### src/rtl/splitter_pkg.sv
// Shared constants and types for the 1-to-N stream splitter.
// Default width / channel count / drop-counter width and the beat data type.
package splitter_pkg;

  localparam int SPLIT_WIDTH_DEF = 8;
  localparam int SPLIT_NOUT_DEF  = 2;
  localparam int SPLIT_CNTW_DEF  = 16;

  typedef logic [SPLIT_WIDTH_DEF-1:0] split_data_t;

endpackage

### src/rtl/splitter_slot.sv
// One-entry output register for a single splitter channel.
// Ports: clk, rst (sync, active-high), load, drain, in_data -> valid, data.
module splitter_slot
  import splitter_pkg::*;
#(
  parameter int WIDTH = SPLIT_WIDTH_DEF
) (
  input  logic             clk,
  input  logic             rst,
  input  logic             load,
  input  logic             drain,
  input  logic [WIDTH-1:0] in_data,
  output logic             valid,
  output logic [WIDTH-1:0] data
);

  // Load wins over drain so a same-cycle refill leaves no bubble;
  // data is held on drain.
  always_ff @(posedge clk) begin
    if (rst) begin
      valid <= 1'b0;
      data  <= '0;
    end else if (load) begin
      valid <= 1'b1;
      data  <= in_data;
    end else if (drain) begin
      valid <= 1'b0;
    end
  end

endmodule

### src/rtl/stream_splitter.sv
// Parametrised 1-to-N stream broadcaster with per-channel output registers.
// Ports: clk, rst, chan_en, in_valid/in_data/in_ready, out_valid/out_data/out_ready, drop_cnt.
module stream_splitter
  import splitter_pkg::*;
#(
  parameter int WIDTH = SPLIT_WIDTH_DEF,
  parameter int N_OUT = SPLIT_NOUT_DEF,
  parameter int CNT_W = SPLIT_CNTW_DEF
) (
  input  logic                   clk,
  input  logic                   rst,
  input  logic [N_OUT-1:0]       chan_en,
  input  logic                   in_valid,
  input  logic [WIDTH-1:0]       in_data,
  output logic                   in_ready,
  output logic [N_OUT-1:0]       out_valid,
  output logic [N_OUT*WIDTH-1:0] out_data,
  input  logic [N_OUT-1:0]       out_ready,
  output logic [CNT_W-1:0]       drop_cnt
);

  logic [N_OUT-1:0] free;
  logic [N_OUT-1:0] load;
  logic             accept;
  logic             drop;

  // A disabled channel never blocks the producer, even if it still
  // holds a stalled beat.
  assign free     = ~chan_en | ~out_valid | out_ready;
  assign in_ready = &free;
  assign accept   = in_valid & in_ready;
  assign load     = {N_OUT{accept}} & chan_en;
  assign drop     = accept & ~|chan_en;

  for (genvar i = 0; i < N_OUT; i++) begin : g_slot
    splitter_slot #(
      .WIDTH(WIDTH)
    ) u_slot (
      .clk    (clk),
      .rst    (rst),
      .load   (load[i]),
      .drain  (out_ready[i]),
      .in_data(in_data),
      .valid  (out_valid[i]),
      .data   (out_data[i*WIDTH +: WIDTH])
    );
  end

  always_ff @(posedge clk) begin
    if (rst) begin
      drop_cnt <= '0;
    end else if (drop && drop_cnt != {CNT_W{1'b1}}) begin
      drop_cnt <= drop_cnt + 1'b1;
    end
  end

endmodule

### config.mk
export PLATFORM = sky130hd
export DESIGN_NAME = stream_splitter
export DESIGN_NICKNAME = d
export VERILOG_FILES = /design/src/rtl/splitter_pkg.sv /design/src/rtl/splitter_slot.sv /design/src/rtl/stream_splitter.sv
export SDC_FILE = /design/constraint.sdc
export NUM_CORES = 1
export LEC_CHECK = 0
export BUFFER_PORTS_ARGS = -buffer_cell sky130_fd_sc_hd__buf_4
export CAP_MARGIN = 15
export CORE_MARGIN = 2
export CORE_UTILIZATION = 52
export CTS_BUF_LIST = sky130_fd_sc_hd__clkbuf_8
export DETAILED_ROUTE_END_ITERATION = 10
export GPL_TIMING_DRIVEN = 0
export PLACE_DENSITY = 0.83
export SYNTH_ARGS = -nofsm -noshare
export SYNTH_HDL_FRONTEND = slang
export SYNTH_HIERARCHICAL = 1
export SYNTH_SLANG_ARGS = --single-unit
### constraint.sdc
create_clock -name clk -period 4.06 [get_ports clk]
set_clock_uncertainty 0.15 [all_clocks]
set_input_delay 0.203 -clock clk [delete_from_list [all_inputs] [get_ports clk]]
set_output_delay 0.203 -clock clk [all_outputs]
set_load 0.03 [all_outputs]
* Word-level counts from Yosys, hierarchy flattened
Cells that the tools add are included.
** Word-level totals
- Input port bits :: 15
- Register bits after elaboration :: 34
- Output and inout port bits :: 35
** Operators by class
- Bitwise operators :: 7
- Add/sub/neg operators :: 1
- Equality and inequality tests :: 1
- Multiplexer cells :: 4
- Reduce and logical (&&, ||, !) cells :: 6
** Operators by type and width (number)
- $add A16 B1 Y16 const B :: 1
- $ne A16 B16 Y1 const B :: 1
- $mux W1 :: 4
- $not A2 Y2 :: 2
- $or A2 B2 Y2 :: 2
- $reduce_bool A2 Y1 :: 2
- $and A1 B1 Y1 :: 2
- $and A2 B2 Y2 :: 1
- $reduce_and A2 Y1 :: 1
- $reduce_or A2 Y1 :: 1
- $logic_and A1 B1 Y1 :: 1
- $logic_not A1 Y1 :: 1

* Depth between registers and ports, before layout
Gate-level depths: netlist (run 1).
- Word-level depth :: 7
- Gate-level depth with buffers :: 6

* By module
Netlist (run 1), hierarchy kept.
** By module, submodules not included
- stream_splitter :: times used 1, cells an instance 105, sequential area each 320.3 um^2, area an instance 925.9 um^2
- splitter_slot :: times used 2, cells an instance 30, sequential area each 180.2 um^2, area an instance 321.6 um^2

* Worst setup path after synthesis (run 1)
Ideal clock, no wire load.
- Path kind :: register to register
- From :: reg drop_cnt[2]
- To :: reg drop_cnt[15]
- Clock period less this slack :: 2.037 ns
- Setup time :: 0.121 ns
- Path slack :: 2.023 ns
- Arrival time :: 1.766 ns
- Cell stages (with the launch flop) :: 5
- Cell sequence :: dfxtp_1 -> and4_1 -> nand4_1 -> nor4b_1 -> mux2_2
** Between the ends
- Word-level cells in the longest chain between the ends :: 2
- Elaborated cells on any way between the ends :: 3
- Classes of those cells :: 1 x add/sub; 1 x eq/ne; 1 x reduce/logical
** Ends and longest elaborated chain
- start, declared :: RTL line stream_splitter.sv:19 : output logic [CNT_W-1:0] drop_cnt
- start signal, assigned :: RTL line stream_splitter.sv:53 : drop_cnt <= drop_cnt + 1'b1;
- parallel branches: the longest is 2 deep, another holds $add A16 B1 Y16
Parallel ways; which one is timed is not known.
A chain may end at the register's enable or synchronous reset.

* Final worst setup path (run 1)
Same ends and word-level chain as after synthesis.

==> impl_metrics.prom, run 1 <==
# TYPE chip_impl_metric gauge
chip_impl_info{name="status",value="complete, but fails checks"} 1
chip_impl_info{name="violations_in_the_final_reports",value="DRC"} 1
chip_impl_metric{name="pin_count",unit=""} 50
chip_impl_metric{name="detailed_place_hpwl",unit="µm"} 2830
chip_impl_metric{name="postLayoutSetupSlackWorst",unit="ns"} 2.03
chip_impl_metric{name="tritoncts_num_sinks",unit=""} 34
chip_impl_info{name="most-common-layout-cells",value="sky130_fd_sc_hd__buf_4 (49), sky130_fd_sc_hd__dfxtp_1 (34), sky130_fd_sc_hd__nor2_1 (19)"} 1
chip_impl_metric{name="timing.final.hold_violations",unit=""} 0
chip_impl_metric{name="design.core.area",unit="µm²"} 2810
chip_impl_metric{name="count_of_final_max_slew_check_failures",unit=""} 0
chip_impl_metric{name="grt_pass1_vias",unit=""} 1506
chip_impl_metric{name="vdd.ir_drop.worst",unit="V"} 0.000253
chip_impl_info{name="cts_root_buffer",value="sky130_fd_sc_hd__clkbuf_8"} 1
chip_impl_metric{name="tightestPinTransition",unit="ns"} 0.630
chip_impl_metric{name="largest_fanout_on_the_critical_path",unit=""} 9
chip_impl_metric{name="filler_cells",unit=""} 216
chip_impl_metric{name="gpl.final_weighted_congestion",unit=""} 0.807
chip_impl_metric{name="final.period_utilization",unit="%"} 50.1
chip_impl_metric{name="global_route.overflow_total",unit=""} 0
chip_impl_metric{name="detailedPlace.worstSlack",unit="ns"} 2.01
chip_impl_metric{name="yosysUniqueCellTypes",unit=""} 39
chip_impl_metric{name="cts.htree.levels",unit=""} 2
chip_impl_metric{name="ys_ff_latch",unit=""} 34
chip_impl_info{name="startpoint_type",value="register"} 1
chip_impl_metric{name="fp.dieH",unit="µm"} 58.9
chip_impl_metric{name="headroom_to_the_max_slew_limit",unit="%"} 57.6
chip_impl_metric{name="area.sequential",unit="µm²"} 681
chip_impl_metric{name="layout.nets",unit=""} 237
chip_impl_metric{name="fin_setup_tns",unit="ns"} 0
chip_impl_metric{name="die-width",unit="µm"} 58.9
chip_impl_metric{name="initial_drc_count",unit=""} 94
chip_impl_metric{name="max_cap_violations",unit=""} 0
chip_impl_info{name="yosys.area.top_type",value="sky130_fd_sc_hd__dfxtp_1"} 1
chip_impl_metric{name="design.die.area",unit="µm²"} 3470
chip_impl_metric{name="diodes",unit=""} 0
chip_impl_info{name="tritoncts",value="yes"} 1
chip_impl_metric{name="clk_transition_reported_paths",unit="ns"} 0.07
chip_impl_info{name="post_synth_main_area_contributors",value="sky130_fd_sc_hd__dfxtp_1 (43%), sky130_fd_sc_hd__mux2i_1 (10%), sky130_fd_sc_hd__a21oi_1 (4.8%), sky130_fd_sc_hd__nor2_1 (4.5%), sky130_fd_sc_hd__o31ai_1 (3.3%)"} 1
chip_impl_metric{name="finalHoldWorstSlack",unit="ns"} 0.0209
chip_impl_metric{name="syn-instance-count",unit=""} 165
chip_impl_metric{name="p_leak",unit="nW"} 0.838
chip_impl_metric{name="via_per_inst",unit=""} 5.86
chip_impl_metric{name="cts_buffer_depth",unit=""} 2
chip_impl_metric{name="number_of_cts_inserted_buffers",unit=""} 5
chip_impl_metric{name="place.detailed.instances",unit=""} 244
chip_impl_metric{name="synth.cell_area",unit="µm²"} 1570
chip_impl_metric{name="place.port_buffers",unit=""} 48
chip_impl_metric{name="drt_drc_violations_left",unit=""} 2
chip_impl_info{name="timing.hold.worst.class",value="in -> reg"} 1
chip_impl_metric{name="antenna_found_initial",unit=""} 0
chip_impl_metric{name="gr-usage-all-layers",unit="%"} 25.2
chip_impl_metric{name="routedWlPerCell",unit="µm"} 14.8
chip_impl_metric{name="grt_pass1_wl",unit="µm"} 6660
chip_impl_metric{name="timing.fmax",unit="MHz"} 492
chip_impl_info{name="path_class",value="reg -> reg"} 1
chip_impl_metric{name="routed-via-count",unit=""} 1483
chip_impl_metric{name="synth_nets",unit=""} 181
chip_impl_metric{name="final_ant_viol_nets",unit=""} 0
chip_impl_metric{name="critical_path_required",unit="ns"} 4.08
chip_impl_metric{name="initial_utilization",unit="%"} 55.9
chip_impl_metric{name="power_density",unit="nW/µm²"} 333
chip_impl_metric{name="num_rows",unit=""} 19
chip_impl_metric{name="syn_area_per_cell",unit="µm²"} 9.51
chip_impl_metric{name="setup_viol",unit=""} 0
chip_impl_metric{name="layout_min_cycle_time",unit="ns"} 2.03
chip_impl_metric{name="yosys_warnings",unit=""} 6
chip_impl_metric{name="post_cts_buffers",unit=""} 0
chip_impl_metric{name="detail_route.wirelength",unit="µm"} 3730
chip_impl_metric{name="area_occupied_by_multi_input_gates",unit="µm²"} 813
chip_impl_info{name="rsz0062_at_grt",value="no"} 1
chip_impl_metric{name="cp.arrival",unit="ns"} 2.05
chip_impl_metric{name="ys_seq_area_share",unit="%"} 43.4
chip_impl_metric{name="finalNonFillerCells",unit=""} 253
chip_impl_metric{name="post_cts.resized_instances",unit=""} 0
chip_impl_metric{name="largest_net_degree_at_the_start_of_global_routing",unit=""} 11
chip_impl_metric{name="firstDrtPassIters",unit=""} 8
chip_impl_info{name="layout.cells.most_common",value="sky130_fd_sc_hd__buf_4"} 1
chip_impl_metric{name="synth_to_final_area_change",unit="%"} 31.9
chip_impl_metric{name="layout-drive-gt1-share",unit="%"} 33.8
chip_impl_info{name="end_kind",value="register"} 1
chip_impl_metric{name="power",unit="µW"} 689
chip_impl_metric{name="worstSkewPairLatency",unit="ns"} 0.28
chip_impl_metric{name="yosys.area.top_type_share",unit="%"} 43.4
## registers in the layout, summed over array words and instances, names as in the netlist
signal and flops:
g_slot.u_slot/data 16, drop_cnt 16, g_slot.u_slot/valid 2
## cell usage after synthesis
| library cell | instances |
|---|---|
| sky130_fd_sc_hd__a31oi_1 | 1 |
| sky130_fd_sc_hd__nand4_2 | 2 |
| sky130_fd_sc_hd__nor2_1 | 19 |
| sky130_fd_sc_hd__or3_4 | 1 |
| sky130_fd_sc_hd__and2_1 | 1 |
| sky130_fd_sc_hd__buf_4 | 1 |
| sky130_fd_sc_hd__or3_2 | 1 |
| sky130_fd_sc_hd__or2_2 | 1 |
| sky130_fd_sc_hd__o22a_1 | 1 |
| sky130_fd_sc_hd__nand3_1 | 6 |
| sky130_fd_sc_hd__clkbuf_8 | 2 |
| sky130_fd_sc_hd__nand3b_1 | 1 |
| sky130_fd_sc_hd__nand2_1 | 8 |
| sky130_fd_sc_hd__inv_1 | 2 |
| sky130_fd_sc_hd__clkbuf_2 | 2 |
| sky130_fd_sc_hd__nand4_1 | 4 |
| sky130_fd_sc_hd__o21ai_0 | 6 |
| sky130_fd_sc_hd__dfxtp_1 | 34 |
| sky130_fd_sc_hd__or3_1 | 5 |
| sky130_fd_sc_hd__nor3_2 | 1 |
| sky130_fd_sc_hd__o31ai_1 | 7 |
| sky130_fd_sc_hd__nor2b_1 | 2 |
| sky130_fd_sc_hd__and3_2 | 1 |
| sky130_fd_sc_hd__and4_1 | 3 |
| sky130_fd_sc_hd__or3b_4 | 1 |
| sky130_fd_sc_hd__or4_1 | 5 |
| sky130_fd_sc_hd__nor3_1 | 2 |
| sky130_fd_sc_hd__nor4b_1 | 1 |
| sky130_fd_sc_hd__buf_6 | 2 |
| sky130_fd_sc_hd__mux2i_1 | 16 |
| sky130_fd_sc_hd__nand2b_1 | 2 |
| sky130_fd_sc_hd__a211oi_1 | 1 |
| sky130_fd_sc_hd__nor4_1 | 1 |
| sky130_fd_sc_hd__and3_1 | 1 |
| sky130_fd_sc_hd__nor4_2 | 2 |
| sky130_fd_sc_hd__nor3b_2 | 1 |
| sky130_fd_sc_hd__a21oi_1 | 15 |
| sky130_fd_sc_hd__ha_1 | 1 |
| sky130_fd_sc_hd__mux2_2 | 2 |
## layer usage
metal  track usage [%]  share of wire, %  wire length, µm
met5                 0                 0                0
met4              10.4               1.4               51
met3              9.23               7.0              260
met2              42.7                51             1900
met1              28.6                41             1520
## worst max-delay path: stages, from the launching register on
cell and delay [ns]:
sky130_fd_sc_hd__dfxtp_1 0.45, sky130_fd_sc_hd__and4_1 0.26, sky130_fd_sc_hd__nand4_1 0.31, sky130_fd_sc_hd__nor4b_1 0.40
sky130_fd_sc_hd__mux2_2 0.37
## logic make-up (layout without fill, tap and decap cells)
| kind of cell | count (synthesis) | in the layout | share of synthesized area [%] |
|---|---|---|---|
| mux | 18 | 18 | 11.6 |
| buf+inv | 9 | 66 | 4.79 |
| simple gates | 72 | 72 | 27.9 |
| fa+ha+maj | 1 | 1 | 0.797 |
| flops | 34 | 34 | 43.4 |
| compound gates | 31 | 31 | 11.5 |
## final timing paths
path / from / slack [ns] / cells past startpoint / endpoint
worst max-delay path: drop_cnt[2] / 2.03 / 4 / drop_cnt[15]
worst min-delay path: in_data[1] / 0.02 / 3 / g_slot[0].u_slot/data[1]
worst max register to register: drop_cnt[2] / 2.03 / 4 / drop_cnt[15]
worst min register to register: g_slot[0].u_slot/data[1] / 0.35 / 2 / g_slot[0].u_slot/data[1]
## report_power, final
group / total, mW / switching, mW / leakage, nW / internal (mW)
logic: 0.0865 / 0.0476 / 0.509 / 0.0389
clock network: 0.253 / 0.119 / 0.0524 / 0.134
registers: 0.349 / 0.00604 / 0.276 / 0.343
## through the flow
| step | cell area [µm²] | util, % |
|---|---|---|
| finish | 2070 | 73.8 |
| global route | 2070 | 73.8 |
| CTS | 2070 | 73.8 |
| detailed placement | 1970 | 70.2 |
| global placement | 1970 | 70.2 |
| floorplan | 1570 | - |
## what timing repair did
item	4_1_cts	5_1_grt
setup endpoints to repair	0	0
hold endpoints to repair	4	0
hold buffers	1	0
## area by class of cell
class / instances / share of cell area (%)
plain buffers: 7 / 3.26
clock buffers: 6 / 3.99
clock inverters: 2 / 0.423
inverters: 2 / 0.363
multi-input cells: 122 / 39.3
flip-flops and latches: 34 / 32.9
well taps: 31 / 1.87
repair buffers: 49 / 17.9
Note: power is estimated with default switching activity, not from simulation.
==> run 2, diff against run 1 <==
- CORE_UTILIZATION: 52 -> 47
- PLACE_DENSITY: 0.83 -> 0.8
- clock period: 4.06 -> 1.7 ns (I/O delays scaled with it)
==> run 2 against run 1 <==
- the run ends with setup timing left
- total power up 140%
- first-iteration DRC count up 80%
- register-to-register slack lost 2.1 ns
- worst setup slack worse by 2.1 ns
- count of clock-buffer cells in the layout is the same
- critical path depth is 1 higher
- sequential cell count stayed put
- sequential share of layout area down 3.3 points
- sequential power up 140%
- critical endpoint unchanged
- largest cell class unchanged
==> impl_metrics.prom, run 2 (synthesis results as in run 1) <==
# TYPE chip_impl_metric gauge
chip_impl_info{name="status",value="complete, but fails checks"} 1
chip_impl_info{name="violations_in_the_final_reports",value="setup timing"} 1
chip_impl_metric{name="tritoncts_num_sinks",unit=""} 34
chip_impl_metric{name="detailedPlace.worstSlack",unit="ns"} -0.269
chip_impl_metric{name="largest_fanout_on_the_critical_path",unit=""} 8
chip_impl_metric{name="routed-via-count",unit=""} 1646
chip_impl_metric{name="initial_utilization",unit="%"} 50.6
chip_impl_info{name="path_class",value="reg -> reg"} 1
chip_impl_metric{name="global_route.overflow_total",unit=""} 0
chip_impl_metric{name="routedWlPerCell",unit="µm"} 16.0
chip_impl_metric{name="max_cap_violations",unit=""} 0
chip_impl_metric{name="initial_drc_count",unit=""} 169
chip_impl_metric{name="postLayoutSetupSlackWorst",unit="ns"} -0.0580
chip_impl_metric{name="final.period_utilization",unit="%"} 103
chip_impl_info{name="layout.cells.most_common",value="sky130_fd_sc_hd__buf_4"} 1
chip_impl_metric{name="pin_count",unit=""} 50
chip_impl_info{name="worstPathCellList",value="and4_4, nand4_1, buf_6, nor4b_4, mux2_4"} 1
chip_impl_info{name="crit_family",value="simple AND/OR/NAND/NOR gates"} 1
chip_impl_metric{name="setup_viol",unit=""} 6
chip_impl_metric{name="firstDrtPassIters",unit=""} 4
chip_impl_metric{name="synth_to_final_area_change",unit="%"} 56.5
chip_impl_info{name="timing.hold.worst.class",value="in -> reg"} 1
chip_impl_metric{name="timing.final.hold_violations",unit=""} 0
chip_impl_metric{name="critical_path_required",unit="ns"} 1.73
chip_impl_metric{name="p_comb_share",unit="%"} 14.0
chip_impl_metric{name="fp.dieH",unit="µm"} 61.8
chip_impl_info{name="biggestRegsByFlops",value="drop_cnt x16, g_slot.u_slot/data x16, g_slot.u_slot/valid x2"} 1
chip_impl_metric{name="detail_route.wirelength",unit="µm"} 4630
chip_impl_metric{name="cts_buffer_depth",unit=""} 2
chip_impl_metric{name="gr-usage-all-layers",unit="%"} 25.9
chip_impl_metric{name="layout-drive-gt1-share",unit="%"} 47.2
chip_impl_metric{name="count_of_final_max_slew_check_failures",unit=""} 0
chip_impl_metric{name="finalCoreUtilization",unit="%"} 79.1
chip_impl_info{name="startpoint_type",value="register"} 1
chip_impl_metric{name="critical_path_buffer_and_inverter_count",unit=""} 1
chip_impl_metric{name="detailed_place_hpwl",unit="µm"} 2920
chip_impl_metric{name="drt_drc_violations_left",unit=""} 0
chip_impl_metric{name="antenna_found_initial",unit=""} 0
chip_impl_metric{name="internal_power",unit="mW"} 1.24
chip_impl_metric{name="power",unit="mW"} 1.67
chip_impl_metric{name="vdd.ir_drop.worst",unit="V"} 0.000530
chip_impl_metric{name="design.core.area",unit="µm²"} 3100
chip_impl_metric{name="diodes",unit=""} 0
chip_impl_metric{name="filler_cells",unit=""} 209
chip_impl_metric{name="power_share_of_the_clock_group",unit="%"} 36.7
chip_impl_metric{name="gpl.final_weighted_congestion",unit=""} 0.858
chip_impl_metric{name="headroom_to_the_max_slew_limit",unit="%"} 73.4
chip_impl_metric{name="max_stage_delay",unit="ns"} 0.39
chip_impl_metric{name="final_ant_viol_nets",unit=""} 0
chip_impl_metric{name="finalNonFillerCells",unit=""} 290
chip_impl_metric{name="grt_pass1_wl",unit="µm"} 7150
chip_impl_metric{name="seq_power_share",unit="%"} 49.3
chip_impl_info{name="rsz0062_at_grt",value="yes"} 1
chip_impl_info{name="cts_root_buffer",value="sky130_fd_sc_hd__clkbuf_8"} 1
chip_impl_metric{name="net-switching-power",unit="µW"} 429
chip_impl_metric{name="p_sw_share",unit="%"} 25.7
chip_impl_metric{name="via_per_inst",unit=""} 5.68
chip_impl_metric{name="tightestPinTransition",unit="ns"} 0.396
chip_impl_metric{name="place.detailed.instances",unit=""} 257
chip_impl_metric{name="die-width",unit="µm"} 61.8
chip_impl_metric{name="fin_setup_tns",unit="ns"} -0.175
chip_impl_metric{name="grt_pass1_vias",unit=""} 1550
chip_impl_metric{name="cts.htree.levels",unit=""} 2
chip_impl_metric{name="place.port_buffers",unit=""} 48
chip_impl_metric{name="timing.fmax",unit="MHz"} 569
chip_impl_metric{name="design.die.area",unit="µm²"} 3820
chip_impl_metric{name="power_density",unit="nW/µm²"} 679
chip_impl_info{name="timing.critical_path.slowest_stage_cell",value="sky130_fd_sc_hd__dfxtp_4"} 1
chip_impl_metric{name="worstSkewPairLatency",unit="ns"} 0.29
chip_impl_info{name="tritoncts",value="yes"} 1
chip_impl_info{name="most-common-layout-cells",value="sky130_fd_sc_hd__buf_4 (61), sky130_fd_sc_hd__nor2_1 (19), sky130_fd_sc_hd__mux2i_1 (16), sky130_fd_sc_hd__dfxtp_1 (16)"} 1
chip_impl_metric{name="layout_min_cycle_time",unit="ns"} 1.76
chip_impl_metric{name="cp.arrival",unit="ns"} 1.78
chip_impl_metric{name="num_rows",unit=""} 20
chip_impl_metric{name="p_leak",unit="nW"} 1.03
chip_impl_metric{name="clk_transition_reported_paths",unit="ns"} 0.07
chip_impl_metric{name="number_of_cts_inserted_buffers",unit=""} 5
chip_impl_metric{name="largest_net_degree_at_the_start_of_global_routing",unit=""} 11
chip_impl_metric{name="layout.nets",unit=""} 261
chip_impl_info{name="end_kind",value="register"} 1
==> run 2: routing by layer <==
layer  global-route usage [%]  wire (µm)  vias to the layer above
met3                     9.32        283                       20
met1                     27.5       1780                      783
met2                     46.0       2420                       68
li1                         -          -                      775
met5                        0          0                        -
met4                     10.9        152                        0
==> run 2: power by group through the flow <==
| stage | Sequential, mW | Clock (mW) | Combinational, mW |
|---|---|---|---|
| after floorplan | 0.887 | 0 | 0.0775 |
| after global placement | 0.841 | 0 | 0.201 |
| after detailed placement | 0.842 | 0 | 0.206 |
| after CTS | 0.823 | 0.621 | 0.230 |
| after global routing | 0.823 | 0.663 | 0.248 |
| final | 0.822 | 0.611 | 0.233 |
==> run 2: layout make-up <==
class / count / area, µm² / area share (%)
clock buffer: 6 / 82.6 / 3.36
buffer: 7 / 67.6 / 2.75
timing repair buffer: 73 / 582 / 23.7
multi-input combinational: 122 / 926 / 37.7
clock inverter: 2 / 8.76 / 0.357
inverter: 2 / 7.51 / 0.306
tap: 44 / 55.1 / 2.24
sequential: 34 / 726 / 29.6
==> run 2: final timing paths <==
path,from,to,slack [ns],cells after the start
setup / recovery,drop_cnt[4],drop_cnt[15],-0.06,5
setup reg to reg,drop_cnt[4],drop_cnt[15],-0.06,5
hold / removal,chan_en[0],drop_cnt[5],0.1,5
hold reg to reg,g_slot[0].u_slot/valid,g_slot[0].u_slot/valid,0.34,2
==> run 2: worst min-delay path: cells and delay by family <==
family	cells	cell delay, ns
and+or+nand+nor	3	0.24
buffers and inverters	1	0.10
AOI/OAI and AO/OA	1	0.06
==> run 2: through the flow <==
stage	hold WS, ns	instance area (µm²)
after detailed placement	0.161	2060
after global routing	0.119	2450
after CTS	0.0825	2390
after floorplan	0.0822	1640
final	0.0980	2450
after global placement	0.156	2060
==> run 2: what timing repair did <==
item,CTS,global route
buffers inserted,7,6
hold buffers,12,0
setup endpoints to repair,11,13
pin swaps,7,7
endpoints found under the hold margin,23,0
resized for setup,10,7
